`src/rtl/hazard_scoreboard_pkg.sv`:
```
// Shared definitions for the hazard scoreboard: forward-select codes, memory FSM
// states and the per-stage control-tag bundle.
package hazard_scoreboard_pkg;

    localparam logic [1:0] FWD_RF  = 2'b00;
    localparam logic [1:0] FWD_WB  = 2'b01;
    localparam logic [1:0] FWD_MEM = 2'b10;

    typedef enum logic [1:0] {
        S_IDLE = 2'b00,
        S_WAIT = 2'b01,
        S_DONE = 2'b10
    } mem_state_t;

    typedef struct packed {
        logic reg_write;
        logic mem_to_reg;
        logic mem_access;
        logic pcsrc;
    } ctrl_t;

    localparam int CTRL_W = $bits(ctrl_t);

    // M-stage ALU result beats the older W-stage result.
    function automatic logic [1:0] fwd_sel(input logic m_hit, input logic w_hit);
        if (m_hit)
            return FWD_MEM;
        else if (w_hit)
            return FWD_WB;
        else
            return FWD_RF;
    endfunction

endpackage

```
`src/rtl/hazard_scoreboard_if.sv`:
```
// Decode-side fields in, pipeline control out, between datapath (master) and
// hazard unit (slave).
interface hazard_scoreboard_if #(parameter int AW = 4);

    logic [AW-1:0] ra1d;
    logic [AW-1:0] ra2d;
    logic [AW-1:0] wa3d;
    logic          reg_write_d;
    logic          mem_to_reg_d;
    logic          mem_access_d;
    logic          pcsrc_d;
    logic          branch_taken_e;

    logic          stall_f;
    logic          stall_d;
    logic          stall_e;
    logic          stall_m;
    logic          flush_d;
    logic          flush_e;
    logic          flush_w;
    logic [1:0]    forward_ae;
    logic [1:0]    forward_be;

    modport master (
        output ra1d, ra2d, wa3d, reg_write_d, mem_to_reg_d, mem_access_d,
               pcsrc_d, branch_taken_e,
        input  stall_f, stall_d, stall_e, stall_m, flush_d, flush_e, flush_w,
               forward_ae, forward_be
    );

    modport slave (
        input  ra1d, ra2d, wa3d, reg_write_d, mem_to_reg_d, mem_access_d,
               pcsrc_d, branch_taken_e,
        output stall_f, stall_d, stall_e, stall_m, flush_d, flush_e, flush_w,
               forward_ae, forward_be
    );

endinterface

```
`src/rtl/hazard_scoreboard_tag_stage.sv`:
```
// One shadow tag register of the scoreboard; hold takes priority over clear.
module hazard_scoreboard_tag_stage #(
    parameter int W = 8
) (
    input  logic         clk,
    input  logic         reset,
    input  logic         hold,
    input  logic         clear,
    input  logic [W-1:0] d,
    output logic [W-1:0] q
);

    always_ff @(posedge clk or negedge reset) begin
        if (!reset)
            q <= '0;
        else if (hold)
            q <= q;
        else if (clear)
            q <= '0;
        else
            q <= d;
    end

endmodule

```
`src/rtl/hazard_scoreboard.sv`:
```
// Hazard unit for the F/D/E/M/W pipeline: shadows destination tags of in-flight
// instructions and derives stall, flush and forward selects, with multi-cycle memory freeze.
module hazard_scoreboard
    import hazard_scoreboard_pkg::*;
#(
    parameter int AW      = 4,
    parameter int PC_REG  = 15,
    parameter int MEM_LAT = 0
) (
    input  logic              clk,
    input  logic              reset,
    hazard_scoreboard_if.slave hz
);

    localparam logic [AW-1:0] PC_ADDR = AW'(PC_REG);
    localparam int CNT_W = (MEM_LAT > 0) ? $clog2(MEM_LAT + 1) : 1;
    localparam int ET_W  = 3 * AW + CTRL_W;
    localparam int MT_W  = AW + CTRL_W;
    localparam int WT_W  = AW + 1;

    ctrl_t         ctrl_d, ctrl_e, ctrl_m;
    logic [AW-1:0] ra1e, ra2e, wa3e, wa3m, wa3w;
    logic          reg_write_w;
    logic [ET_W-1:0] e_q;
    logic [MT_W-1:0] m_q;
    logic [WT_W-1:0] w_q;

    logic stall_f, stall_d, stall_e, stall_m;
    logic flush_d, flush_e, flush_w;
    logic mstall, mem_trigger, ldr, pcw;
    logic m_hit_a, w_hit_a, m_hit_b, w_hit_b;

    mem_state_t       state;
    logic [CNT_W-1:0] cnt;

    assign ctrl_d = '{reg_write:  hz.reg_write_d,
                      mem_to_reg: hz.mem_to_reg_d,
                      mem_access: hz.mem_access_d,
                      pcsrc:      hz.pcsrc_d};

    // W only needs what forwarding reads; its pcsrc deliberately raises nothing.
    hazard_scoreboard_tag_stage #(.W(ET_W)) e_stage (
        .clk(clk), .reset(reset), .hold(stall_e), .clear(flush_e),
        .d({hz.ra1d, hz.ra2d, hz.wa3d, ctrl_d}), .q(e_q)
    );
    hazard_scoreboard_tag_stage #(.W(MT_W)) m_stage (
        .clk(clk), .reset(reset), .hold(stall_m), .clear(1'b0),
        .d({wa3e, ctrl_e}), .q(m_q)
    );
    hazard_scoreboard_tag_stage #(.W(WT_W)) w_stage (
        .clk(clk), .reset(reset), .hold(1'b0), .clear(flush_w),
        .d({wa3m, ctrl_m.reg_write}), .q(w_q)
    );

    assign {ra1e, ra2e, wa3e, ctrl_e} = e_q;
    assign {wa3m, ctrl_m}             = m_q;
    assign {wa3w, reg_write_w}        = w_q;

    // The DONE visit lets the completed access leave M without re-triggering.
    assign mem_trigger = (state == S_IDLE) && ctrl_m.mem_access && (MEM_LAT > 0);
    assign mstall      = mem_trigger || (state == S_WAIT);

    always_ff @(posedge clk or negedge reset) begin
        if (!reset) begin
            state <= S_IDLE;
            cnt   <= '0;
        end else begin
            case (state)
                S_IDLE: begin
                    if (mem_trigger) begin
                        cnt   <= CNT_W'(MEM_LAT - 1);
                        state <= (MEM_LAT > 1) ? S_WAIT : S_DONE;
                    end
                end
                S_WAIT: begin
                    cnt <= cnt - CNT_W'(1);
                    if (cnt == CNT_W'(1))
                        state <= S_DONE;
                end
                S_DONE:  state <= S_IDLE;
                default: state <= S_IDLE;
            endcase
        end
    end

    assign ldr = ctrl_e.mem_to_reg && ctrl_e.reg_write && (wa3e != PC_ADDR) &&
                 ((hz.ra1d == wa3e) || (hz.ra2d == wa3e));
    assign pcw = hz.pcsrc_d || ctrl_e.pcsrc || ctrl_m.pcsrc;

    always_comb begin
        stall_f = 1'b0;
        stall_d = 1'b0;
        stall_e = 1'b0;
        stall_m = 1'b0;
        flush_d = 1'b0;
        flush_e = 1'b0;
        flush_w = 1'b0;
        if (mstall) begin
            stall_f = 1'b1;
            stall_d = 1'b1;
            stall_e = 1'b1;
            stall_m = 1'b1;
            flush_w = 1'b1;
        end else if (hz.branch_taken_e) begin
            flush_d = 1'b1;
            flush_e = 1'b1;
        end else if (ldr) begin
            stall_f = 1'b1;
            stall_d = 1'b1;
            flush_e = 1'b1;
        end else if (pcw) begin
            stall_f = 1'b1;
            flush_d = 1'b1;
        end
    end

    // Loads still in M have no result yet, so only ALU results forward from M.
    assign m_hit_a = (ra1e != PC_ADDR) && ctrl_m.reg_write && !ctrl_m.mem_to_reg && (wa3m == ra1e);
    assign w_hit_a = (ra1e != PC_ADDR) && reg_write_w && (wa3w == ra1e);
    assign m_hit_b = (ra2e != PC_ADDR) && ctrl_m.reg_write && !ctrl_m.mem_to_reg && (wa3m == ra2e);
    assign w_hit_b = (ra2e != PC_ADDR) && reg_write_w && (wa3w == ra2e);

    assign hz.forward_ae = fwd_sel(m_hit_a, w_hit_a);
    assign hz.forward_be = fwd_sel(m_hit_b, w_hit_b);

    assign hz.stall_f = stall_f;
    assign hz.stall_d = stall_d;
    assign hz.stall_e = stall_e;
    assign hz.stall_m = stall_m;
    assign hz.flush_d = flush_d;
    assign hz.flush_e = flush_e;
    assign hz.flush_w = flush_w;

endmodule

```
`src/flat_wrapper.sv`:
```
// flat-port wrapper written by rule: the top's interface ports become plain ports
module hazard_scoreboard_flat import hazard_scoreboard_pkg::*;
#(
    parameter int AW      = 4,
    parameter int PC_REG  = 15,
    parameter int MEM_LAT = 0
)
  (clk, reset, hz_ra1d, hz_ra2d, hz_wa3d, hz_reg_write_d, hz_mem_to_reg_d, hz_mem_access_d, hz_pcsrc_d, hz_branch_taken_e, hz_stall_f, hz_stall_d, hz_stall_e, hz_stall_m, hz_flush_d, hz_flush_e, hz_flush_w, hz_forward_ae, hz_forward_be);
  hazard_scoreboard_if #(.AW(AW)) hz_i ();
  input  logic clk;
  input  logic reset;
  input wire logic [$bits(hz_i.ra1d)-1:0] hz_ra1d;
  input wire logic [$bits(hz_i.ra2d)-1:0] hz_ra2d;
  input wire logic [$bits(hz_i.wa3d)-1:0] hz_wa3d;
  input wire logic [$bits(hz_i.reg_write_d)-1:0] hz_reg_write_d;
  input wire logic [$bits(hz_i.mem_to_reg_d)-1:0] hz_mem_to_reg_d;
  input wire logic [$bits(hz_i.mem_access_d)-1:0] hz_mem_access_d;
  input wire logic [$bits(hz_i.pcsrc_d)-1:0] hz_pcsrc_d;
  input wire logic [$bits(hz_i.branch_taken_e)-1:0] hz_branch_taken_e;
  output wire logic [$bits(hz_i.stall_f)-1:0] hz_stall_f;
  output wire logic [$bits(hz_i.stall_d)-1:0] hz_stall_d;
  output wire logic [$bits(hz_i.stall_e)-1:0] hz_stall_e;
  output wire logic [$bits(hz_i.stall_m)-1:0] hz_stall_m;
  output wire logic [$bits(hz_i.flush_d)-1:0] hz_flush_d;
  output wire logic [$bits(hz_i.flush_e)-1:0] hz_flush_e;
  output wire logic [$bits(hz_i.flush_w)-1:0] hz_flush_w;
  output wire logic [$bits(hz_i.forward_ae)-1:0] hz_forward_ae;
  output wire logic [$bits(hz_i.forward_be)-1:0] hz_forward_be;
  assign hz_i.ra1d = hz_ra1d;
  assign hz_i.ra2d = hz_ra2d;
  assign hz_i.wa3d = hz_wa3d;
  assign hz_i.reg_write_d = hz_reg_write_d;
  assign hz_i.mem_to_reg_d = hz_mem_to_reg_d;
  assign hz_i.mem_access_d = hz_mem_access_d;
  assign hz_i.pcsrc_d = hz_pcsrc_d;
  assign hz_i.branch_taken_e = hz_branch_taken_e;
  assign hz_stall_f = hz_i.stall_f;
  assign hz_stall_d = hz_i.stall_d;
  assign hz_stall_e = hz_i.stall_e;
  assign hz_stall_m = hz_i.stall_m;
  assign hz_flush_d = hz_i.flush_d;
  assign hz_flush_e = hz_i.flush_e;
  assign hz_flush_w = hz_i.flush_w;
  assign hz_forward_ae = hz_i.forward_ae;
  assign hz_forward_be = hz_i.forward_be;
  hazard_scoreboard #(.AW(AW), .PC_REG(PC_REG), .MEM_LAT(MEM_LAT)) u_core (.clk(clk), .reset(reset), .hz(hz_i));
endmodule
```
`config.mk`:
```
export PLATFORM = sky130hd
export DESIGN_NAME = hazard_scoreboard_flat
export DESIGN_NICKNAME = d
export VERILOG_FILES = /design/src/rtl/hazard_scoreboard_pkg.sv /design/src/rtl/hazard_scoreboard_if.sv /design/src/rtl/hazard_scoreboard_tag_stage.sv /design/src/rtl/hazard_scoreboard.sv /design/src/flat_wrapper.sv
export SDC_FILE = /design/constraint.sdc
export NUM_CORES = 1
export LEC_CHECK = 0
export BUFFER_PORTS_ARGS = -buffer_cell sky130_fd_sc_hd__buf_2
export CAP_MARGIN = 20
export CELL_PAD_IN_SITES_DETAIL_PLACEMENT = 1
export CELL_PAD_IN_SITES_GLOBAL_PLACEMENT = 1
export CORE_ASPECT_RATIO = 0.9
export CORE_MARGIN = 2
export CORE_UTILIZATION = 43
export CTS_CLUSTER_SIZE = 40
export DETAILED_ROUTE_END_ITERATION = 10
export PLACE_DENSITY_LB_ADDON = 0.1
export SETUP_SLACK_MARGIN = 0.5
export SLEW_MARGIN = 10
export SYNTH_ARGS = -nofsm -noshare
export SYNTH_HDL_FRONTEND = slang
export SYNTH_SLANG_ARGS = --single-unit
```
`constraint.sdc`:
```
create_clock -name clk -period 4.2 [get_ports clk]
set_input_delay 1.26 -clock clk [delete_from_list [all_inputs] [get_ports clk]]
set_output_delay 1.26 -clock clk [all_outputs]
set_load 0.03 [all_outputs]
```
==> metrics.cfg <==
[run_status]
status = finished clean

[worst_setup_path]
end_kind = primary output
crit_fanout = 8
cp-start-kind = input pin
path_cells = buf_2 -> xnor2_1 -> nand4_1 -> a21oi_4 -> and2_2 -> buf_2
crit_arrival_ns = 2.34
worst_r2r_path_depth = 5
cpLargestDelayFamily = simple AND/OR/NAND/NOR gates
required_ns = 2.94
crit_start = hz_ra1d[2]
setup.worst_path.end = hz_stall_d
crit_buf_inv = 2
cp_common_cell = buf_2
crit_cells = 6
r2r_setup_slack_ns = 2.67
r2r_end = u_core.e_stage.q[10]
critPathKind = input pin to primary output
slowest_delay_ns = 0.27
r2r_start = u_core.e_stage.q[6]
slowest_stage = a21oi_4

[detailed_routing]
ant_nets = 0
route.met2.wl_mm = 1.081
wl_met3_um = 90
drtIter0Drc = 12
drcViolationCount = 0
wl_met1_mm = 1.004
drtPass1Iterations = 3
vias = 813
routed_wl_mm = 2.214
vias_per_cell = 4.868
maxUsedRoutingLayer = met4
wl_per_cell_um = 13.26

[final_layout]
multi_input_area_sq_um = 494.2
area_growth_pct = 13.10
drive_gt1_share_pct = 27.56
fillers = 304
register_area_sq_um = 675.6
diodes = 0
nets = 147

[timing]
finClkSkew_ns = 0.01025
final-hold-violation-count = 0
finalCritPeriodShare_pct = 85.77
setup_viol = 0
rsz0062_at_grt = false
setup_tns_ns = 0
timing.final.max_slew_violations = 0
fmax_mhz = 277.6
max_slew_margin_pct = 62.33
layout_min_cycle_time_ns = 3.602
tightest_slew_ns = 0.5651

[pwr]
powerDensity_mw_per_mm2 = 331.4
p_leak_nw = 0.5961
power_mw = 0.4582
max-vdd-ir-drop_mv = 0.1517

[logic_synthesis]
yosysSeqAreaShare_pct = 55.27
ys_ff_latch = 27
synth.avg_cell_area_sq_um = 11.87
synthCells = 103
synth_area_sq_mm = 0.001222
synth_cell_types = 24
synth_warnings = 0

[floorplan]
io_pins = 30
core_area_sq_mm = 0.002725
start_util_pct = 44.86
num_rows = 18
die_area_sq_mm = 0.003286
die_x_um = 60.20
dieHeight_um = 54.58

[clock_network]
hold_buffers = 0
numCtsBuffers = 3
cts_tree = yes
clk_pin_slew_ns = 0.13
insertion_delay_ns = 0.32
htreeDepth = 1
cts-root-buf = clkbuf_4
post_cts_buffers = 0
clkSinkCount = 27
ctsResizeCount = 0
clockBufferDepth = 2

[global_routing]
grt_antenna_before_repair = 0
grt_max_degree = 28
grt_overflow = 0
grt_pass1_wl_mm = 3.843
grt_pass1_vias = 820
grtUsageTotal_pct = 16.27

[placed_design]
dp_hpwl_mm = 1.756
gp_congestion = 0.7217
io_buffers = 25

[hold_path]
hold_depth = 0
hp-class = register to register

[job]
cap_violations = 0

==> worst min path at each step <==
stage | end | from | slack (ns)
floorplan | u_core.w_stage.q[0] | u_core.m_stage.q[3] | 0.35
global placement | u_core.w_stage.q[0] | u_core.m_stage.q[3] | 0.35
detailed placement | u_core.w_stage.q[0] | u_core.m_stage.q[3] | 0.36
CTS | u_core.w_stage.q[0] | u_core.m_stage.q[3] | 0.39
global route | u_core.w_stage.q[0] | u_core.m_stage.q[3] | 0.40
finish | u_core.w_stage.q[0] | u_core.m_stage.q[3] | 0.39
==> per-layer routing <==
layer	GRT usage, %	up-vias
li1	-	390
met1	21.21	394
met2	28.08	24
met3	2.128	5
met4	5.556	0
met5	0	-
==> synthesized netlist by cell type <==
master | count | share of area (%)
nor3b_1 | 15 | 9.2
dfrtp_1 | 27 | 55
nor3_1 | 2 | 0.82
nor2b_1 | 3 | 1.5
or2_2 | 2 | 1.0
o21ai_0 | 1 | 0.41
buf_6 | 1 | 0.92
a21oi_1 | 1 | 0.41
buf_1 | 1 | 0.31
buf_4 | 5 | 3.1
inv_1 | 1 | 0.31
a21o_2 | 1 | 0.72
nor2_1 | 3 | 0.92
clkbuf_1 | 1 | 0.31
a2111oi_2 | 1 | 1.2
xnor2_1 | 20 | 14
a21oi_4 | 1 | 1.3
a211oi_1 | 1 | 0.61
nand3_1 | 4 | 1.6
conb_1 | 1 | 0.31
nand4_1 | 7 | 3.6
and2_2 | 1 | 0.61
a31oi_1 | 1 | 0.51
nand2_1 | 2 | 0.61
==> final cells by class <==
cell class | count | share of cell area, %
clock buffer | 4 | 1.900
inverter | 1 | 0.2715
tap | 40 | 3.620
multi-input combinational | 69 | 35.75
sequential | 27 | 48.87
timing repair buffer | 26 | 9.593
==> logic make-up after synthesis <==
kind of cell / count (synthesis) / synth area share (%)
simple gates: 39 / 19.96
flops: 27 / 55.27
xor+xnor: 20 / 14.33
buf+inv: 9 / 4.912
compound gates: 7 / 5.220
other cells: 1 / 0.3068
==> worst reg2reg max path, stage by stage (launching register included) <==
cell and delay, ns:
dfrtp_1 0.45, xnor2_1 0.21, nand4_1 0.17, a21oi_4 0.27
buf_4 0.23, nor3b_1 0.08
==> where the power goes <==
group	switching, mW	internal (mW)	leakage (nW)	total (mW)
logic	0.0345	0.0297	0.233	0.0642
registers	0.0144	0.273	0.348	0.288
clock network	0.0690	0.0372	0.0150	0.106
==> layout by cell type, fill, tap and decap left out, drive strengths merged, types with 2 or more instances in the layout <==
cell	netlist	routed
nor3	2	2
conb	1	3
nand2	2	2
nand4	7	7
a21oi	2	2
clkbuf	1	4
xnor2	20	20
nor3b	15	15
nor2b	3	3
nand3	4	4
nor2	3	3
or2	2	2
dfrtp	27	27
buf	7	26
==> flip-flops by register name (all words and copies together) (netlist names) <==
name / cells
u_core.w_stage.q: 5
u_core.m_stage.q: 7
u_core.e_stage.q: 15
==> through the flow <==
step	cells	util [%]	instance area, sq um	hold slack [ns]	setup slack (ns)
finish	167	50.73	1383	0.3851	0.5977
global route	167	50.73	1383	0.3955	0.5156
CTS	167	50.73	1383	0.3880	0.5811
detailed placement	163	49.77	1356	0.3562	0.5871
floorplan	105	-	1230	0.3465	0.6266
global placement	163	49.77	1356	0.3542	0.6341
Note: power is estimated with default switching activity, not from simulation.
